[src/rtl/tlc_lane_queue_counter.sv]
// Per-lane waiting-car counters for the traffic light controller: sensor edge adds,
// prescaled drain while green, ambulance drain-only mode, and a registered busiest-lane pick.
module tlc_lane_queue_counter #(
  parameter int unsigned LANES     = 4,
  parameter int unsigned WIDTH     = 4,
  parameter int unsigned MAX_COUNT = 15,
  parameter int unsigned DRAIN_DIV = 3,
  parameter int unsigned LIDX_W    = 2
) (
  input  logic                    clk,
  input  logic                    rst_n,
  input  logic                    en,
  input  logic                    acl_en,
  input  logic                    clr,
  input  logic [LANES-1:0]        car_in,
  input  logic [LANES-1:0]        green,
  output logic [LANES*WIDTH-1:0]  count,
  output logic [LANES-1:0]        full,
  output logic [LANES-1:0]        empty,
  output logic [LANES-1:0]        ovf,
  output logic [LIDX_W-1:0]       busiest,
  output logic                    busiest_vld
);

  localparam int unsigned DIV_W = (DRAIN_DIV > 1) ? $clog2(DRAIN_DIV) : 1;
  localparam logic [DIV_W-1:0] DIV_LAST = DIV_W'(DRAIN_DIV - 1);
  localparam logic [WIDTH-1:0] CNT_MAX  = WIDTH'(MAX_COUNT);

  logic [LANES-1:0][WIDTH-1:0] cnt_q, cnt_d;
  logic [LANES-1:0][DIV_W-1:0] div_q, div_d;
  logic [LANES-1:0]            ovf_q, ovf_d;
  logic [LANES-1:0]            car_q;
  logic [LANES-1:0]            run, dec_ev, inc, dec;
  logic [LIDX_W-1:0]           busiest_q, best_idx;
  logic                        busiest_vld_q;
  logic [WIDTH-1:0]            best_cnt;

  // Adds only count in normal mode; drains run in normal or ambulance mode.
  assign run = green & {LANES{en | acl_en}};
  assign inc = car_in & ~car_q & {LANES{en}};
  assign dec = dec_ev;

  for (genvar g = 0; g < LANES; g++) begin : g_lane
    assign dec_ev[g] = run[g] & (div_q[g] == DIV_LAST);
    assign full[g]   = (cnt_q[g] == CNT_MAX);
    assign empty[g]  = (cnt_q[g] == '0);
  end

  always_comb begin
    cnt_d = cnt_q;
    ovf_d = ovf_q;
    div_d = div_q;
    for (int unsigned i = 0; i < LANES; i++) begin
      if (clr) begin
        cnt_d[i] = '0;
        ovf_d[i] = 1'b0;
        div_d[i] = '0;
      end else begin
        if (run[i]) div_d[i] = dec_ev[i] ? '0 : div_q[i] + DIV_W'(1);
        else        div_d[i] = '0;
        // Simultaneous add and drain cancel, even at the floor or ceiling.
        if (inc[i] && !dec[i]) begin
          if (cnt_q[i] == CNT_MAX) ovf_d[i] = 1'b1;
          else                     cnt_d[i] = cnt_q[i] + WIDTH'(1);
        end else if (dec[i] && !inc[i] && (cnt_q[i] != '0)) begin
          cnt_d[i] = cnt_q[i] - WIDTH'(1);
        end
      end
    end
  end

  // Strict greater-than keeps the lowest index on ties.
  always_comb begin
    best_idx = '0;
    best_cnt = '0;
    for (int unsigned i = 0; i < LANES; i++) begin
      if (cnt_q[i] > best_cnt) begin
        best_cnt = cnt_q[i];
        best_idx = LIDX_W'(i);
      end
    end
  end

  always_ff @(posedge clk or negedge rst_n) begin
    if (!rst_n) begin
      cnt_q         <= '0;
      div_q         <= '0;
      ovf_q         <= '0;
      car_q         <= '0;
      busiest_q     <= '0;
      busiest_vld_q <= 1'b0;
    end else begin
      cnt_q         <= cnt_d;
      div_q         <= div_d;
      ovf_q         <= ovf_d;
      car_q         <= car_in;
      busiest_q     <= best_idx;
      busiest_vld_q <= |cnt_q;
    end
  end

  assign count       = cnt_q;
  assign ovf         = ovf_q;
  assign busiest     = busiest_q;
  assign busiest_vld = busiest_vld_q;

endmodule
[config.mk]
export PLATFORM = sky130hd
export DESIGN_NAME = tlc_lane_queue_counter
export DESIGN_NICKNAME = d
export VERILOG_FILES = /design/src/rtl/tlc_lane_queue_counter.sv
export SDC_FILE = /design/constraint.sdc
export NUM_CORES = 1
export LEC_CHECK = 0
export CAP_MARGIN = 25
export CORE_MARGIN = 1
export CORE_UTILIZATION = 43
export CTS_CLUSTER_SIZE = 30
export DETAILED_ROUTE_END_ITERATION = 10
export GPL_TIMING_DRIVEN = 0
export MAX_ROUTING_LAYER = met4
export PLACE_DENSITY = 0.72
export SYNTH_ARGS = -nofsm -noshare
export SYNTH_HDL_FRONTEND = slang
export SYNTH_SLANG_ARGS = --single-unit
[constraint.sdc]
create_clock -name clk -period 4.3 [get_ports clk]
set_clock_uncertainty 0.2 [all_clocks]
set_input_delay 1.29 -clock clk [delete_from_list [all_inputs] [get_ports clk]]
set_output_delay 1.29 -clock clk [all_outputs]
set_load 0.005 [all_outputs]
==> run metrics, run 1 <==
drt via density 5.42; Synthesized Nets 247; Max Root-Sink Buffers 2; number of filler cells placed in the layout 438; Internal 0.000984 W; row count 25; Avg Synthesized Cell Area 10.7 um^2; Root Buffer clkbuf_8; Worst Reg2Reg Path Length in Cells 17; FF-to-FF Start count[5]$_DFFE_PN0P_; endpoints failing setup 0; kind of critical path flop to flop; Mapped Cells 210; core outline area 0.00488 mm^2; vias in the first global route 1832; DRC viols 0; Port-buffer cells 43; Peak VDD IR 0.232 mV; Top FF cell, synth dfrtp_1; yosys warns 0; Yosys reg bits 35; Synth Cell Area 0.00226 mm^2; die area 0.00554 mm^2; worst setup path endpoint busiest[0]$_DFF_PN0_; RD Place Congestion 0.839; IO Pins 44; antenna cells 0; Critical Path Source count[5]$_DFFE_PN0P_; Die Span Y 74.4 um; CP top delay family compound AO/OA/AOI/OAI gates; gr ovfl total 0; Req. time, crit path 4.27 ns; clock power share 16.2%; first-pass GRT wire length 8600 um; Routed Wire Length 5120 um; Worst path max stage delay 0.50 ns; CP Data Arrival Time 4.08 ns; First DRT Iteration DRCs 82; FF-to-FF End busiest[0]$_DFF_PN0_; post-route insts no fill 333; CTS tree yes; Slew Limit Fails 0; Worst-Margin Slew 0.752 ns; fmax 0.243 GHz; Hold Violations, Final 0; Final ANT Viol Nets 0; worst-path maximum fanout 8; WHS 0.247 ns; Leakage 1.26 nW; WHS Path Cells 1; Layout Area Growth over Synthesis 29.9%; ys async rst share 100%; critical path's slowest cell dfrtp_1; H-tree depth 2; placed cell count 320; reg2reg setup slack 0.19 ns; Wirelength per Cell 15.4 um; clock slew seen by the registers of the worst setup and hold paths 0.07 ns; DP Wirelength 3710 um; Hold Crit Class flop to flop; Post-synth EDFFs 0; gr usage total 21.5%; most used cell, CP ha_1; NetSw 0.000574 W; fraction of layout instances using a drive strength above 1 14.7%; max-cap check violation count 0; largest net degree at the start of global routing 36; CTS buffer count 5; fin nets 302; combinational share of power 53.3%; Vias 1805; clock sink total 35; Slew HR 49.4%; outcome completed; CP Launch Type flop; Min Clock Period, post-route 4.11 ns; CP cell instances ha_1 > nand2b_1 > a21oi_1 > o21ai_2 > buf_4 > mux2_2 > ha_1 > nor2b_1 > o211ai_1 > a21oi_4 > mux2_2 > ha_1 > nor2b_1 > o21a_1 > o21a_1 > o21ai_0 > o21ai_0; initial antenna violation count 0; Pre-antenna DRT Iters 4; Sequential Power Share 30.5%; Buf/Inv on CP 1; Worst path depth 17; Final period util 95.7%; power density over the cells 532 mW/mm^2; Die X 74.4 um; CTS Hold Bufs 0; worst skew pair latency 0.29 ns; CP Capture Type flop; Initial Utilization 46.2%; sequential area share after synthesis 38.8%; sw frac 36.8%; Yosys cell types 37
[through the flow]
stage | utilization (%) | power (W) | TNS [ns] | area, um^2 | setup WS [ns]
after global placement | 56.8 | 0.00116 | -0.155 | 2770 | -0.107
after detailed placement | 56.7 | 0.00119 | -0.322 | 2770 | -0.189
final | 60.1 | 0.00156 | 0 | 2930 | 0.187
after CTS | 58.8 | 0.00146 | 0 | 2870 | 0.0754
after global routing | 60.1 | 0.00168 | -0.0255 | 2930 | -0.0255
after floorplan | - | 0.000934 | 0 | 2260 | 0.239
[power groups by stage]
stage | clock [W] | sequential [W] | combinational, W
after detailed placement | 0 | 0.000480 | 0.000711
after floorplan | 0 | 0.000463 | 0.000471
after global placement | 0 | 0.000478 | 0.000682
final | 0.000253 | 0.000475 | 0.000830
after CTS | 0.000260 | 0.000472 | 0.000730
after global routing | 0.000278 | 0.000488 | 0.000913
[worst reg2reg max path, cell delays in order, from the launching register on]
cell and delay (ns):
dfrtp_1 0.50, ha_1 0.37, nand2b_1 0.08, a21oi_1 0.08
o21ai_2 0.13, buf_4 0.16, mux2_2 0.36, ha_1 0.19
nor2b_1 0.12, o211ai_1 0.17, a21oi_4 0.24, mux2_2 0.36
ha_1 0.29, nor2b_1 0.14, o21a_1 0.16, o21a_1 0.16
o21ai_0 0.18, o21ai_0 0.11
[worst min-delay path by stage]
stage	start	to	slack, ns
floorplan	div_q[1]$_DFF_PN0_	div_q[0]$_DFF_PN0_	0.22
global placement	div_q[4]$_DFF_PN0_	div_q[4]$_DFF_PN0_	0.23
detailed placement	div_q[4]$_DFF_PN0_	div_q[4]$_DFF_PN0_	0.24
CTS	div_q[4]$_DFF_PN0_	div_q[4]$_DFF_PN0_	0.25
global route	div_q[1]$_DFF_PN0_	div_q[0]$_DFF_PN0_	0.26
finish	div_q[4]$_DFF_PN0_	div_q[4]$_DFF_PN0_	0.25
[cells in the final DEF (no fill, tap or decap), drive strengths merged, types with 2 or more instances in the layout]
cell type / n
mux2: 8
clkbuf: 10
ha: 20
nor4: 8
mux2i: 4
nor2: 20
fa: 4
nor3: 4
a211o: 3
buf: 7
clkdlybuf4s50: 42
o21a: 2
xnor2: 9
nand4: 3
nand2b: 5
nor4bb: 4
and3b: 6
and4: 4
o31ai: 3
nor2b: 2
a21oi: 11
dfrtp: 35
a211oi: 2
o21ai: 7
nand2: 9
a21o: 4
inv: 13
nand3b: 4
and4b: 3
a311oi: 3
[kinds of logic after synthesis]
| family | after synthesis | synth area share [%] |
|---|---|---|
| simple gates | 74 | 20.5 |
| compound gates | 38 | 13.8 |
| flops | 35 | 38.8 |
| fa+ha+maj | 24 | 14.6 |
| buf+inv | 18 | 3.05 |
| mux | 12 | 5.77 |
| xor+xnor | 9 | 3.49 |
[area by class of cell]
class | count | area [um^2] | area share (%)
buffer | 5 | 20.0 | 0.683
clock buffer | 6 | 82.6 | 2.82
clock inverter | 2 | 16.3 | 0.555
inverter | 13 | 48.8 | 1.67
multi-input combinational | 157 | 1330 | 45.5
sequential | 35 | 882 | 30.1
tap | 67 | 83.8 | 2.86
timing repair buffer | 48 | 463 | 15.8
[metal layers]
metal | up-vias | GRT usage (%) | part of all wire, %
met5 | - | - | 0
met4 | 0 | 6.50 | 1.3
met3 | 8 | 3.79 | 3.1
met2 | 39 | 34.0 | 48
met1 | 874 | 28.2 | 48
li1 | 884 | - | -
[cell usage after synthesis, drive strengths merged, types with 2 or more instances]
library cell  instances  share of area (%)
dfrtp                35                 39
ha                   20                 11
nor2                 20                3.3
inv                  13                2.2
a21oi                11                2.4
nand2                 9                1.5
xnor2                 9                3.5
mux2                  8                4.0
nor4                  8                3.1
o21ai                 7                1.6
and3b                 6                2.3
nand2b                5                1.4
a21o                  4                1.3
and4                  4                1.6
clkbuf                4               0.67
fa                    4                3.5
mux2i                 4                1.8
nand3b                4                1.3
nor3                  4               0.89
nor4bb                4                1.8
a211o                 3                1.2
a311oi                3                3.5
and4b                 3                1.3
nand4                 3               0.83
o31ai                 3                1.0
a211oi                2               0.67
nor2b                 2               0.55
o21a                  2               0.67
[timing repair]
action | 4_1_cts | 5_1_grt
pin swaps | 0 | 3
endpoints found under the setup margin | 2 | 2
setup buffers | 0 | 5
resized for setup | 2 | 8
cloned | 0 | 0
[registers in the layout, indices dropped and copies added, names as in the netlist]
name	cells
busiest	2
ovf	4
count	16
busiest_vld	1
div_q	8
car_q	4
Power figures use the tool's default switching activity.
==> run 2: changes to the inputs <==
PLACE_DENSITY = 0.71   (was 0.72)
==> run 2 against run 1 <==
Net effect:
- critical path depth unchanged
- routed wire length decreased by 8.1%
- sequential cell count unchanged
- clock-buffer cell count decreased by 1
- die area unchanged
- maximum frequency increased by 2.7%
- register-to-register slack improved by 0.11 ns
- design area decreased by 0.43%
- largest power group unchanged
==> run metrics, run 2 (synthesized netlist as in run 1, its figures left out) <==
Slew Limit Fails 0 (unchanged); initial antenna violation count 0 (unchanged); Final ANT Viol Nets 0 (unchanged); fmax 0.250 GHz (+2.7%); number of filler cells placed in the layout 430 (-1.8%); Routed Wire Length 4710 um (-8.1%); CP Launch Type flop; largest net degree at the start of global routing 36 (unchanged); antenna cells 0 (unchanged); Hold Violations, Final 0 (unchanged); fin nets 298 (-1.3%); vias in the first global route 1806 (-1.4%); Worst path max stage delay 0.51 ns (about the same); WHS Path Cells 1 (unchanged); CP cell instances inv_1 > ha_1 > nand2b_1 > a21oi_1 > o21ai_2 > mux2_2 > ha_1 > nor2b_1 > o211ai_1 > a21oi_2 > mux2_2 > ha_1 > nor2b_1 > o21a_1 > o21a_1 > o21ai_1 > o21ai_0; DP Area 0.00277 mm^2 (unchanged); CTS Hold Bufs 0 (unchanged); worst skew pair latency 0.29 ns (about the same); RSZ-0062 raised after global routing false; endpoints failing setup 0 (unchanged); FF-to-FF End busiest[0]$_DFF_PN0_; Worst Reg2Reg Path Length in Cells 17 (unchanged); first-pass GRT wire length 8200 um (-4.7%); fraction of layout instances using a drive strength above 1 11.1% (-3.6 points); critical path's slowest cell dfrtp_1; hold endpoint div_q[6]$_DFF_PN0_; Final period util 93.1% (-2.5 points); Port-buffer cells 43 (unchanged); Slew HR 48.2% (-1.2 points); Req. time, crit path 4.27 ns (about the same); Hold Crit Start div_q[6]$_DFF_PN0_; Layout Area Growth over Synthesis 29.3%; kind of critical path flop to flop; power density over the cells 540 mW/mm^2 (+1.6%); Max Root-Sink Buffers 2 (unchanged); Worst-Margin Slew 0.777 ns (+0.0246 ns); Initial Utilization 46.2% (unchanged); Die X 74.4 um (unchanged); core outline area 0.00488 mm^2 (unchanged); final worst slack 0.295 ns (+0.109 ns); Min Clock Period, post-route 4.00 ns (-0.109 ns); row count 25 (unchanged); IO Pins 44 (unchanged); Hold Crit Class flop to flop; Vias 1759 (-2.5%); CP top delay family compound AO/OA/AOI/OAI gates; CP Data Arrival Time 3.97 ns (-0.11 ns); dpl ws -0.152 ns (+0.0377 ns); worst-path maximum fanout 8 (unchanged); commonest cells after routing, fill and taps aside 42 x clkdlybuf4s50_1, 34 x dfrtp_1, 20 x nor2_1, 20 x ha_1, 13 x inv_1; H-tree depth 2 (unchanged); DP Wirelength 3500 um (-5.8%); gr ovfl total 0 (unchanged); commonest non-fill, non-tap cell in the layout clkdlybuf4s50_1; Die Span Y 74.4 um (unchanged); First DRT Iteration DRCs 66 (-20%); Root Buffer clkbuf_8; Largest register FFs 16 (unchanged); DRC viols 0 (unchanged); Leakage 1.26 nW (+0.51%); CTS tree yes; clock sink total 35 (unchanged); max-cap check violation count 0 (unchanged); reg2reg setup slack 0.30 ns (+0.11 ns); die area 0.00554 mm^2 (unchanged); most used cell, CP ha_1; Pre-antenna DRT Iters 4 (unchanged); gr usage total 20.4% (-1.1 points); CP Capture Type flop; clock slew seen by the registers of the worst setup and hold paths 0.07 ns (about the same); outcome completed; Peak VDD IR 0.255 mV (+10%); RD Place Congestion 0.774 (-7.8%); Buf/Inv on CP 1 (unchanged); CTS buffer count 5 (unchanged); Wirelength per Cell 14.3 um (-6.9%); drt via density 5.35 (-1.4%); final instance area 0.00292 mm^2 (-0.43%); FF-to-FF Start count[1]$_DFFE_PN0P_
[run 2: cell count changes in the layout (fill, tap and decap cells not counted), moves of 2 or more]
cell       previous run  this run
mux2i_1               2         4
bufinv_16             0         2
dfrtp_1              30        34
buf_4                 5         1
mux2i_2               2         0
dfrtp_2               5         1
[run 2: per-layer routing]
layer	share of wire, %	vias to the layer above	GRT usage, %
li1	-	873	-
met1	50	840	27.3
met2	45	39	30.4
met3	3.5	7	4.20
met4	1.4	0	7.76
met5	0	-	-
[run 2: worst max-delay path by stage]
stage	from	to	slack (ns)	cells after the start
floorplan	count[2]$_DFFE_PN0P_	busiest[0]$_DFF_PN0_	0.24	16
global placement	count[2]$_DFFE_PN0P_	busiest[0]$_DFF_PN0_	-0.12	16
detailed placement	count[2]$_DFFE_PN0P_	busiest[0]$_DFF_PN0_	-0.15	16
CTS	count[2]$_DFFE_PN0P_	busiest[0]$_DFF_PN0_	0.09	17
global route	count[2]$_DFFE_PN0P_	busiest[0]$_DFF_PN0_	0.03	17
finish	count[1]$_DFFE_PN0P_	busiest[0]$_DFF_PN0_	0.30	17
[run 2: timing repair]
item                       4_1_cts  5_1_grt
pin swaps                        0        2
setup buffers                    0        1
setup endpoints to repair        2        2
gates resized for setup          2        2
[run 2: area by class of cell]
type,instances,area [um^2],share of cell area [%]
multi-input cells,157,1320,45.2
flip-flops and latches,35,877,30.1
repair buffers,44,433,14.8
well taps,67,83.8,2.87
clock buffers,5,68.8,2.36
clock inverters,3,67.6,2.32
inverters,13,48.8,1.67
plain buffers,5,20.0,0.686
[run 2: metrics by stage]
stage | std cells | hold slack [ns] | utilization (%) | TNS (ns) | power, W
after global placement | 320 | 0.229 | 56.8 | -0.191 | 0.00116
after CTS | 328 | 0.244 | 59.6 | 0 | 0.00156
after detailed placement | 320 | 0.231 | 56.7 | -0.250 | 0.00119
after global routing | 329 | 0.255 | 59.8 | 0 | 0.00171
after floorplan | 210 | 0.217 | - | 0 | 0.000934
final | 329 | 0.240 | 59.8 | 0 | 0.00158
[run 2: power breakdown]
group	leakage [nW]	internal [W]	total [W]	switching [W]
logic	0.749	0.000419	0.000747	0.000328
registers	0.449	0.000383	0.000474	0.0000909
clock network	0.0644	0.000231	0.000356	0.000124
[run 2: worst reg2reg max path, stage by stage, from the launching register on]
cell and delay, ns:
dfrtp_1 0.51, inv_1 0.08, ha_1 0.30, nand2b_1 0.08, a21oi_1 0.08, o21ai_2 0.29
mux2_2 0.39, ha_1 0.18, nor2b_1 0.11, o211ai_1 0.10, a21oi_2 0.20, mux2_2 0.36
ha_1 0.28, nor2b_1 0.13, o21a_1 0.16, o21a_1 0.17, o21ai_1 0.15, o21ai_0 0.10
